--- src/rtl/mso_pkg.sv ---
`default_nettype none
// ============================================================================
// Module      : mso_pkg
// Description : Shared encodings for the capture sequencer and trigger hub.
// Revision    : 1.0 - initial release
// ============================================================================
package mso_pkg;

  // Trigger hub state as reported on trigger_state
  typedef enum logic [1:0] {
    TRIG_DISARMED  = 2'd0,
    TRIG_ARMED     = 2'd1,
    TRIG_TRIGGERED = 2'd2,
    TRIG_CLEARED   = 2'd3
  } trig_state_t;

  // Capture sequencer states, visible externally on seq_state
  typedef enum logic [2:0] {
    SEQ_IDLE      = 3'd0,
    SEQ_PRE       = 3'd1,
    SEQ_ARMING    = 3'd2,
    SEQ_WAIT_TRIG = 3'd3,
    SEQ_POST      = 3'd4,
    SEQ_DONE      = 3'd5
  } seq_state_t;

endpackage
`default_nettype wire

--- src/rtl/mso_counter.sv ---
`default_nettype none
// ============================================================================
// Module      : mso_counter
// Description : Write counter with clear, increment and a terminal-count flag
//               that fires on the increment that lands on the target value.
// Revision    : 1.0 - initial release
// ============================================================================
module mso_counter #(
  parameter int WIDTH = 10
) (
  input  logic             clk,
  input  logic             rst_n,
  input  logic             clear,
  input  logic             inc,
  input  logic [WIDTH-1:0] target,
  output logic             hit
);

  localparam logic [WIDTH-1:0] ONE = {{(WIDTH-1){1'b0}}, 1'b1};

  logic [WIDTH-1:0] count;
  logic [WIDTH-1:0] count_inc;

  assign count_inc = count + ONE;
  // Terminal count is reached by this cycle's increment, not the stored value
  assign hit       = inc && (count_inc == target);

  // Count register: clear has priority over increment
  always_ff @(posedge clk or negedge rst_n) begin
    if (!rst_n) begin
      count <= '0;
    end else if (clear) begin
      count <= '0;
    end else if (inc) begin
      count <= count_inc;
    end
  end

endmodule
`default_nettype wire

--- src/rtl/capture_sequencer.sv ---
`default_nettype none
// ============================================================================
// Module      : capture_sequencer
// Description : Sequences a pre-trigger fill, trigger arming, circular capture
//               while waiting for the trigger and a post-trigger fill.
// Revision    : 1.0 - initial release
// ============================================================================
module capture_sequencer
  import mso_pkg::*;
#(
  parameter int ADDR_WIDTH = 10
) (
  input  logic                  clk,
  input  logic                  rst_n,
  input  logic                  start,
  input  logic                  abort,
  input  logic                  sample_valid,
  input  logic [ADDR_WIDTH-1:0] pre_count,
  input  logic [ADDR_WIDTH-1:0] post_count,
  input  logic [1:0]            trigger_state,
  output logic                  arm,
  output logic                  trig_reset,
  output logic                  wr_en,
  output logic [ADDR_WIDTH-1:0] wr_addr,
  output logic [ADDR_WIDTH-1:0] trig_addr,
  output logic                  busy,
  output logic                  done,
  output logic [2:0]            seq_state
);

  localparam logic [ADDR_WIDTH-1:0] ADDR_ONE = {{(ADDR_WIDTH-1){1'b0}}, 1'b1};

  seq_state_t            state;
  seq_state_t            next_state;
  logic [ADDR_WIDTH-1:0] pre_lat;
  logic [ADDR_WIDTH-1:0] post_lat;
  logic                  abort_taken;
  logic                  start_capture;
  logic                  trig_seen;
  logic                  pre_inc;
  logic                  post_inc;
  logic                  pre_hit;
  logic                  post_hit;
  logic                  trig_reset_next;

  assign seq_state = state;

  // Pre-trigger write counter
  mso_counter #(.WIDTH(ADDR_WIDTH)) u_pre_cnt (
    .clk    (clk),
    .rst_n  (rst_n),
    .clear  (start_capture),
    .inc    (pre_inc),
    .target (pre_lat),
    .hit    (pre_hit)
  );

  // Post-trigger write counter; the write on the trigger cycle is sample 1
  mso_counter #(.WIDTH(ADDR_WIDTH)) u_post_cnt (
    .clk    (clk),
    .rst_n  (rst_n),
    .clear  (start_capture),
    .inc    (post_inc),
    .target (post_lat),
    .hit    (post_hit)
  );

  // State register
  always_ff @(posedge clk or negedge rst_n) begin
    if (!rst_n) begin
      state <= SEQ_IDLE;
    end else begin
      state <= next_state;
    end
  end

  // Next-state and output decode; abort outranks every other transition
  always_comb begin
    next_state      = state;
    arm             = 1'b0;
    busy            = 1'b0;
    done            = 1'b0;
    wr_en           = 1'b0;
    abort_taken     = abort && (state != SEQ_IDLE);
    start_capture   = 1'b0;
    trig_seen       = 1'b0;
    pre_inc         = 1'b0;
    post_inc        = 1'b0;

    case (state)
      SEQ_IDLE, SEQ_DONE: begin
        done = (state == SEQ_DONE);
        if (start && !abort_taken) begin
          start_capture = 1'b1;
          next_state    = (pre_count == '0) ? SEQ_ARMING : SEQ_PRE;
        end
      end
      SEQ_PRE: begin
        busy    = 1'b1;
        wr_en   = sample_valid;
        pre_inc = sample_valid;
        if (pre_hit) next_state = SEQ_ARMING;
      end
      SEQ_ARMING: begin
        busy       = 1'b1;
        arm        = 1'b1;
        next_state = SEQ_WAIT_TRIG;
      end
      SEQ_WAIT_TRIG: begin
        busy      = 1'b1;
        wr_en     = sample_valid;
        trig_seen = (trigger_state == TRIG_TRIGGERED) && !abort_taken;
        post_inc  = trig_seen && sample_valid;
        if (trig_seen) begin
          next_state = ((post_lat == '0) || post_hit) ? SEQ_DONE : SEQ_POST;
        end
      end
      SEQ_POST: begin
        busy     = 1'b1;
        wr_en    = sample_valid;
        post_inc = sample_valid;
        if (post_hit) next_state = SEQ_DONE;
      end
      default: next_state = SEQ_IDLE;
    endcase

    if (abort_taken) next_state = SEQ_IDLE;

    trig_reset_next = abort_taken ||
                      ((next_state == SEQ_DONE) && (state != SEQ_DONE));
  end

  // Capture datapath: latched counts, write pointer, trigger point, reset pulse
  always_ff @(posedge clk or negedge rst_n) begin
    if (!rst_n) begin
      pre_lat    <= '0;
      post_lat   <= '0;
      wr_addr    <= '0;
      trig_addr  <= '0;
      trig_reset <= 1'b0;
    end else begin
      if (start_capture) begin
        pre_lat  <= pre_count;
        post_lat <= post_count;
        wr_addr  <= '0;
      end else if (wr_en) begin
        wr_addr <= wr_addr + ADDR_ONE;
      end
      if (trig_seen) trig_addr <= wr_addr;
      trig_reset <= trig_reset_next;
    end
  end

endmodule
`default_nettype wire
--- config.mk ---
export PLATFORM = sky130hd
export DESIGN_NAME = capture_sequencer
export DESIGN_NICKNAME = d
export VERILOG_FILES = /design/src/rtl/mso_pkg.sv /design/src/rtl/mso_counter.sv /design/src/rtl/capture_sequencer.sv
export SDC_FILE = /design/constraint.sdc
export NUM_CORES = 1
export LEC_CHECK = 0
export ABC_AREA = 1
export BUFFER_PORTS_ARGS = -buffer_cell sky130_fd_sc_hd__buf_4
export CORE_MARGIN = 8
export CORE_UTILIZATION = 45
export CTS_CLUSTER_DIAMETER = 200
export DETAILED_ROUTE_END_ITERATION = 16
export GPL_ROUTABILITY_DRIVEN = 0
export PLACE_DENSITY = 0.63
export SKIP_CTS_REPAIR_TIMING = 1
export SYNTH_ARGS = -nofsm -noshare
export SYNTH_HDL_FRONTEND = slang
export SYNTH_SLANG_ARGS = --single-unit
--- constraint.sdc ---
create_clock -name clk -period 2.48 [get_ports clk]
set_input_delay 0.496 -clock clk [delete_from_list [all_inputs] [get_ports clk]]
set_output_delay 0.496 -clock clk [all_outputs]
set_load 0.02 [all_outputs]
# == Word-level counts from Yosys, hierarchy flattened ==
# Index checks and enable logic that the tools add are counted.
# word_totals
reg_bits,64
latch_bits,0
ramBits,0
romBits,0
input_bits,27
out_inout_bits,28
wordCells,64
mem_count,0
# op_classes
add_sub_neg,3
n_mul,0
div_mod_pow,0
order_cmp,0
n_eq_ne,10
n_shift,0
muxes,23
bitwise_logic,0
n_reduce_logical,20
# ops
operator,count
two-way mux 10 bit,6
adder 10 x 1 -> 10 bit (second input constant),3
equality test 10 bit,2
zero test 10 bit,2
two-way mux 3 bit,5
one-hot mux 3 bit (5 select lines),1
equality test 3 bit (second input constant),3
two-way mux 1 bit,9
logical AND 1 bit,7
equality test 3 x 2 -> 1 bit (second input constant),2
nonzero test 2 bit,3
OR reduction 4 bit,1
equality test 3 x 1 -> 1 bit (second input constant),1
zero test 3 bit,1
!= test 3 bit (second input constant),1
nonzero test 3 bit,1
OR reduction 3 bit,1
equality test 2 bit (second input constant),1
logical OR 1 bit,2
two-way mux 2 bit,1
one-hot mux 1 bit (2 select lines),1
OR reduction 2 bit,1
zero test 1 bit,1

# == Logic depth before layout (Yosys ltp) ==
# Gate-level depths: netlist (run 1).
# logic_depth
ltp_word,15
depth_mapped,14
ltp_nobuf,14

# == Cells and area by module ==
# From an unflattened synthesis (run 1), not the netlist that was laid out.
# hier_totals
cells_unflattened,488
area_unflattened_um2,3595.9
# modules_own_cells
mod,n_inst,cells_each,area_per_inst_um2,seq_area_each_um2
capture_sequencer,1,266,2137.0,1101.1
mso_counter,2,111,729.4,250.2

# == Least setup slack after synthesis (run 1) ==
# OpenSTA, ideal clock, no wires.
# synth_timing
kind,flip-flop to output port
start,"register state[1], in the netlist seq_state[1]"
end,output port busy
arrival_time_ps,1486
required_ps,1984
slack_ps,498
stages_incl_launch_ff,4
path_buffers,0
cell_sequence,dfrtp_1 > inv_2 > nor3_1 > nand3b_1
# synth_between
elab_chain_len,3
elab_cells_between_ends,6
classes_between,eq/ne (4); mux (1); reduce/logical (1)
# synth_rtl
item,line_no,text
start: declaration,capture_sequencer.sv:33,seq_state_t state;
start signal: assignment,capture_sequencer.sv:73,state <= next_state;
"equality test 3 bit, or another cell as far along",capture_sequencer.sv:90,case (state)
OR reduction 4 bit (no source line) *,n/a,
two-way mux 1 bit *,capture_sequencer.sv:90,
end: declaration,capture_sequencer.sv:26,"output logic busy,"
# Every way passes the cells marked *; elsewhere a longest branch is shown, timed or not.

# == Worst setup path after layout (run 1) ==
# layout_timing
start,"register state[1], in the netlist seq_state[1]"
end,output port wr_en
# layout_between
elab_chain_len,3
elab_cells_between_ends,5
classes_between,eq/ne (3); mux (1); reduce/logical (1)
# layout_rtl
item,line_no,text
"equality test 3 bit, or another cell as far along",capture_sequencer.sv:90,
OR reduction 3 bit (no source line) *,n/a,
two-way mux 1 bit *,capture_sequencer.sv:90,
end: declaration,capture_sequencer.sv:23,"output logic wr_en,"
# Marked as above.

==> run metrics, run 1 <==
vias in the first global route=3454; synthesis-to-layout area growth=21.4%; die area=10900 um^2; Hold Crit Class=input pin to async pin; length in cells of the worst reg-to-reg path=10; drt first pass iters=4; FF-to-FF End=trig_reset; ANT cells=0; Synth area leaders=dfrtp_1, nand2_1, o21ai_0, nand3_1, inv_1; Worst Path Max Fanout=6; Max-Cap Viols=0; distinct cell type count after synthesis=29; Synth async-reset ratio=100%; Largest stage delay, worst path=0.51 ns; post-detailed-routing wire length=9300 um; Num CTS Buffers=9; Root Buffer=clkbuf_8; Worst path depth=7; Initial Util=46.0%; clk_lat worst skew=0.34 ns; Critical Path Source=seq_state[1]; Worst-path clk slew=0.07 ns; first-pass GRT wire length=15900 um; gr usage total=17.6%; port bufs=54; core area=7650 um^2; Final nets=566; Crit. End Element=output pin; Final Setup Violations=0; final worst path period need=2.15 ns; Syn Area/Cell=7.45 um^2; largest net degree at the start of global routing=65; worst vdd ir=0.595 mV; Pleak=2.07 nW; Die Ht=104 um; Slew @ Worst Pin=0.832 ns; crit path cell chain=inv_2 -> nor3_2 -> nor2_1 -> nand2_2 -> nand2_4 -> inv_1 -> buf_4; CP Buf/Inv Count=3; Setup TNS=0 ns; Iteration-0 DRC Markers=117; Post-Syn Nets=502; final hold vios=0; CTS Sinks=64; vias per cell=5.09; Post-synth top cells=nand2_1, dfrtp_1, inv_1; FMAX=465 MHz; CTS tree=built; total power=4.05 mW; status=finished, final reports clean; P per Cell Area=948 nW/um^2; H-tree depth=3; top cell type's share of synthesized area=45.5%; num rows=32; CP max-delay cell=dfrtp_1; crit path to=wr_en; DRC violations left=0; Worst Clk Skew=0.00882 ns; critical path start-end classification=flop to output pin; Synth area leader=dfrtp_1; most frequent cell after synthesis=nand2_1; hold slack=0.268 ns; DRT antenna net count=0; arrival time worst endpoint=1.65 ns; layout cell share with drive strength beyond 1=18.3%; RSZ-0062 raised after global routing=no; antenna violations before repair=0; post-synthesis register bit count=64; Req. time, crit path=1.98 ns; R2R setup slack=0.42 ns; synthesized area=3520 um^2; max-slew violations=0; via count=3275; dpl hpwl=6960 um; total gr overflow=0; CP Launch Type=flop; sequential area share after synthesis=45.5%; max_slew headroom=44.6%; Longest Clk Path Bufs=2; die width=104 um; Synth Flop Type=dfrtp_1; Warnings, synthesis=0; Post-synth EDFFs=0; io pins=55; worst r2r src=seq_state[1]; routed len/inst=14.5 um; Final Cycle Share=86.6%; Mapped Cells=472; family with the most delay on the worst path=flip-flops
==> cell usage in the layout, fill, tap and decap left out, types with 2 or more instances in the layout <==
| cell | count |
|---|---|
| xor2_1 | 6 |
| clkinv_2 | 2 |
| o22ai_1 | 10 |
| nor2_1 | 38 |
| nand4_1 | 4 |
| nor3_1 | 5 |
| inv_2 | 6 |
| nor2_2 | 4 |
| buf_4 | 60 |
| nand2_2 | 6 |
| ha_1 | 3 |
| nand2_1 | 148 |
| nand3_1 | 40 |
| nor3_4 | 3 |
| nand3b_1 | 10 |
| nor4_1 | 6 |
| a21oi_1 | 7 |
| inv_1 | 53 |
| dfrtp_1 | 64 |
| bufinv_16 | 2 |
| clkbuf_8 | 9 |
| o21ai_1 | 4 |
| o21ai_0 | 42 |
==> power breakdown <==
part	total [mW]	switching [mW]	internal, mW
sequential	1.56	0.255	1.31
clock	1.00	0.433	0.567
combinational	1.48	0.941	0.543
==> per-stage QoR <==
stage	setup WS, ns	instances	utilization (%)	instance area, um^2
6_report	0.332	643	55.8	4270
5_1_grt	0.174	643	55.8	4270
4_1_cts	0.327	643	55.8	4270
3_5_place_dp	0.463	627	53.0	4050
3_3_place_gp	0.465	627	53.0	4050
2_1_floorplan	0.498	472	-	3520
==> flip-flops by register name, summed over array words and instances, names as in the netlist <==
signal	cells
pre_lat	10
wr_addr	10
seq_state	3
u_pre_cnt.count	10
post_lat	10
trig_reset	1
trig_addr	10
u_post_cnt.count	10
==> layout make-up <==
class | count | area (um^2)
flip-flops and latches | 64 | 1600
clock inverters | 7 | 95.1
clock buffers | 9 | 124
inverters | 59 | 221
well taps | 102 | 128
fillers | 741 | 3380
multi-input cells | 342 | 1650
repair buffers | 60 | 450
==> per-layer routing <==
layer  track usage [%]  wire length [um]  up-vias
met1              21.4              4200     1546
met3              2.60               295       17
met4              8.48               208        0
li1                  -                 -     1654
met5                 0                 0        -
met2              29.8              4590       58
==> kinds of logic after synthesis <==
group                      after synthesis  synth area share [%]
and+or+nand+nor                        268                  34.5
buffers and inverters                   66                  7.58
AOI/OAI and AO/OA                       64                  9.53
DFF                                     64                  45.5
xor gates and xnor gates                 7                  1.74
adders and majority gates                3                  1.07
==> worst min-delay path by stage <==
stage	cells after the start	endpoint	startpoint	slack, ns
finish	1	u_post_cnt.count[5]	rst_n	0.27
global route	1	post_lat[5]	rst_n	0.33
CTS	1	u_post_cnt.count[5]	rst_n	0.29
detailed placement	2	trig_addr[9]	trig_addr[9]	0.48
global placement	2	trig_addr[8]	trig_addr[8]	0.47
floorplan	0	post_lat[0]	rst_n	0.20
Power figures use the tool's default switching activity.
==> run 2, diff against run 1 <==
- PLACE_DENSITY: 0.63 -> 0.77
- clock period: 2.48 -> 2.5 ns (I/O delays scaled with it)
==> run 2 against run 1 <==
- setup slack got worse by 0.041 ns
- sequential power about the same
- first-iteration DRC count increased by 120%
- wire length decreased by 3.3%
- highest routed layer unchanged
- critical endpoint unchanged
- design area increased by 0.62%
- via count increased by 2.1%
- non-clock buffer count decreased by 1
- combinational power about the same
- clock-buffer cell count increased by 1
- power increased by 2.2%
- register-to-register slack improved by 0.07 ns
- critical path depth unchanged
==> run metrics, run 2 (synthesis results as in run 1) <==
critical path start-end classification=flop to output pin; design area=4300 um^2; Req. time, crit path=2.00 ns; Fillers=718; worst r2r src=u_pre_cnt.count[0]; Worst-path clk slew=0.08 ns; largest net degree at the start of global routing=65; final worst path period need=2.21 ns; crit path cell chain=inv_2 -> nor3_2 -> nor2_1 -> nand2_2 -> nand2_4 -> inv_1 -> buf_4; Longest Clk Path Bufs=2; die area=10900 um^2; Final Cycle Share=88.4%; Setup TNS=0 ns; max-slew violations=0; dpl hpwl=6780 um; status=finished, final reports clean; Worst Path Max Fanout=6; Final Setup Violations=0; drt first pass iters=5; DRC violations left=0; non-filler instance count after layout=642; max_slew headroom=45.6%; placed cell areas=4040 um^2; multi-input logic area=1650 um^2; Root Buffer=clkbuf_8; clk_lat worst skew=0.34 ns; ANT cells=0; via count=3345; post-detailed-routing wire length=8990 um; antenna violations before repair=0; Largest stage delay, worst path=0.49 ns; total power=4.14 mW; total gr overflow=0; most frequent cells in the layout=nand2_1, dfrtp_1, buf_4; worst vdd ir=0.526 mV; io pins=55; die width=104 um; CTS Sinks=64; CP max-delay cell=dfrtp_1; Slew @ Worst Pin=0.816 ns; core area=7650 um^2; hold slack=0.254 ns; H-tree depth=3; Worst Clk Skew=0.0127 ns; gr usage total=17.1%; synthesis-to-layout area growth=22.1%; Num CTS Buffers=9; CP Launch Type=flop; most common cell after layout, fill and taps aside=nand2_1; RSZ-0062 raised after global routing=no; Final nets=565; P per Cell Area=963 nW/um^2; layout cell share with drive strength beyond 1=18.1%; num rows=32; port bufs=54; Reg area=1600 um^2; vias per cell=5.21; Core Util, Final=56.2%; vias in the first global route=3482; Initial Util=46.0%; CTS tree=built; Critical Path Source=seq_state[0]; Crit. End Element=output pin; arrival time worst endpoint=1.71 ns; Die Ht=104 um; final hold vios=0; Hold Crit Class=input pin to async pin; Max-Cap Viols=0; first-pass GRT wire length=15500 um; Setup WS pre-CTS=0.519 ns; Iteration-0 DRC Markers=255; DRT antenna net count=0; FMAX=453 MHz; routed len/inst=14.0 um; Setup WS post-layout=0.290 ns; Placed Cells=626; Pleak=2.08 nW
[run 2: power by group]
part | total, mW | switching (mW) | internal, mW
clock network | 1.13 | 0.435 | 0.695
registers | 1.56 | 0.258 | 1.30
logic | 1.45 | 0.920 | 0.531
[run 2: metal layers]
layer | share of wire [%] | vias to the layer above | global-route usage [%]
li1 | - | 1655 | -
met1 | 42 | 1552 | 19.8
met2 | 48 | 112 | 28.6
met3 | 7.2 | 26 | 5.02
met4 | 2.4 | 0 | 7.76
met5 | 0 | - | 0
[run 2: area by class of cell]
type                    instances  area share, %
flip-flops and latches         64           37.3
clock inverters                 6           2.68
inverters                      59           5.16
repair buffers                 59           10.3
clock buffers                  10           3.20
well taps                     102           2.97
multi-input cells             342           38.4
[run 2: worst max-delay path: cells and delay by family, from the launching register on]
| kind | cells | cell delay (ns) |
|---|---|---|
| buffers and inverters | 3 | 0.37 |
| DFF | 1 | 0.49 |
| and+or+nand+nor | 4 | 0.51 |
[run 2: worst paths after layout]
| check | endpoint | slack [ns] | cells past startpoint |
|---|---|---|---|
| setup / recovery | wr_en | 0.29 | 7 |
| hold / removal | pre_lat[6] | 0.25 | 1 |
| setup reg to reg | trig_reset | 0.49 | 12 |
| hold reg to reg | trig_addr[7] | 0.49 | 2 |
| max in group asynchronous | u_post_cnt.count[0] | 1.72 | 1 |
| min in group clk | post_lat[0] | 0.36 | 3 |
==> run 3, diff against run 2 <==
- CORE_MARGIN: 8 -> not set
- CTS_BUF_LIST: not set -> sky130_fd_sc_hd__clkbuf_16
==> run 3 against run 2 <==
- clock skew is 0.0072 ns lower
- via count is 2.2% higher
- utilization is 1.9 points higher
- clock power hardly changed
- final cell count is 0.62% lower
==> run metrics, run 3 (synthesis results as in run 1) <==
status=finished, final reports clean; most common cell after layout, fill and taps aside=nand2_1; largest net degree at the start of global routing=65; NetSw=1.67 mW; vias in the first global route=3333; CTS tree=built; R2R setup slack=0.43 ns; Reg power frac=37.8%; Final nets=564; drt first pass iters=5; synthesis-to-layout area growth=22.4%; P per Cell Area=967 nW/um^2; critical path start-end classification=flop to output pin; DRT antenna net count=0; Clock Power Share=27.3%; worst vdd ir=0.546 mV; routed len/inst=13.9 um; multi-input logic area=1650 um^2; Setup TNS=0 ns; Iteration-0 DRC Markers=279; Worst-path clk slew=0.05 ns; H-tree depth=3; Longest Clk Path Bufs=2; design area=4310 um^2; Max-Cap Viols=0; Req. time, crit path=2.00 ns; Final Cycle Share=87.2%; arrival time worst endpoint=1.68 ns; switching part of the total=40.1%; layout cell share with drive strength beyond 1=18.0%; antenna violations before repair=0; Initial Util=47.5%; num rows=31; gr usage total=23.3%; clk_lat worst skew=0.33 ns; Root Buffer=clkbuf_16; logic gate share of total power=34.9%; Crit. End Element=output pin; RSZ-0062 raised after global routing=no; io pins=55; Slew @ Worst Pin=0.794 ns; Num CTS Buffers=9; Die Ht=90.4 um; Worst Clk Skew=0.00556 ns; final hold vios=0; Final Setup Violations=0; P_int=2.50 mW; DRC violations left=0; Hold Crit Class=input pin to async pin; die width=90.4 um; vias per cell=5.36; total gr overflow=0; final worst path period need=2.18 ns; FMAX=459 MHz; CTS Sinks=64; Pleak=2.08 nW; max_slew headroom=47.1%; Reg area=1600 um^2; ANT cells=0; Worst Path Max Fanout=6; die area=8170 um^2; CP Launch Type=flop; first-pass GRT wire length=15200 um; Fillers=684; via count=3417; post-detailed-routing wire length=8880 um; port bufs=54; dpl hpwl=6520 um; max-slew violations=0; most frequent cells in the layout=nand2_1, dfrtp_1, buf_4; placed cell areas=4030 um^2; core area=7410 um^2
## run 3: cell count changes in the layout (fill, tap and decap cells not counted)
cell        delta
clkbuf_8      -10
inv_6          -1
clkinvlp_4     +3
clkbuf_16      +9
buf_4          -1
clkinv_2       +2
bufinv_16      -3
## run 3: through the flow
step	hold slack, ns	worst slack, ns	total power [mW]	util (%)	std cells
3_3_place_gp	0.474	0.620	2.98	54.4	622
5_1_grt	0.335	0.176	4.46	58.1	638
2_1_floorplan	0.204	0.514	2.52	-	472
6_report	0.258	0.321	4.16	58.1	638
3_5_place_dp	0.480	0.492	3.03	54.4	622
4_1_cts	0.296	0.323	4.19	58.1	638
## run 3: area by class of cell
type                       instances  area share (%)
tap                               99            2.88
timing repair buffer              58            10.1
clock buffer                       9            5.23
inverter                          59            5.14
clock inverter                     7            1.13
multi-input combinational        342            38.3
sequential                        64            37.2
## run 3: power by group through the flow
stage | clock network, mW | logic [mW] | registers, mW
5_1_grt | 1.21 | 1.64 | 1.61
3_5_place_dp | 0 | 1.45 | 1.58
3_3_place_gp | 0 | 1.41 | 1.57
4_1_cts | 1.16 | 1.46 | 1.57
6_report | 1.14 | 1.45 | 1.57
2_1_floorplan | 0 | 0.948 | 1.57
## run 3: layer usage
layer  share of wire [%]  wire (um)  global-route usage (%)  up-vias
li1                    -          -                       -     1651
met1                  41       3650                    27.5     1636
met2                  51       4510                    40.3      113
met3                 6.1        544                    5.98       17
met4                 1.9        173                    9.54        0
met5                   0          0                       0        -
## run 3: final timing paths
| check | depth (start not counted) | from | endpoint |
|---|---|---|---|
| min in group clk | 3 | post_count[6] | post_lat[6] |
| hold / removal | 1 | rst_n | post_lat[8] |
| max in group asynchronous | 1 | rst_n | wr_addr[8] |
| setup reg to reg | 12 | u_pre_cnt.count[0] | trig_reset |
| hold reg to reg | 2 | trig_addr[3] | trig_addr[3] |
| setup / recovery | 7 | seq_state[0] | wr_en |
## run 3: critical path: stages, from the launching register on
cell and delay, ns:
dfrtp_1 0.48, inv_2 0.10, nor3_2 0.24, nor2_1 0.10, nand2_2 0.09, nand2_4 0.09, inv_1 0.11, buf_4 0.15
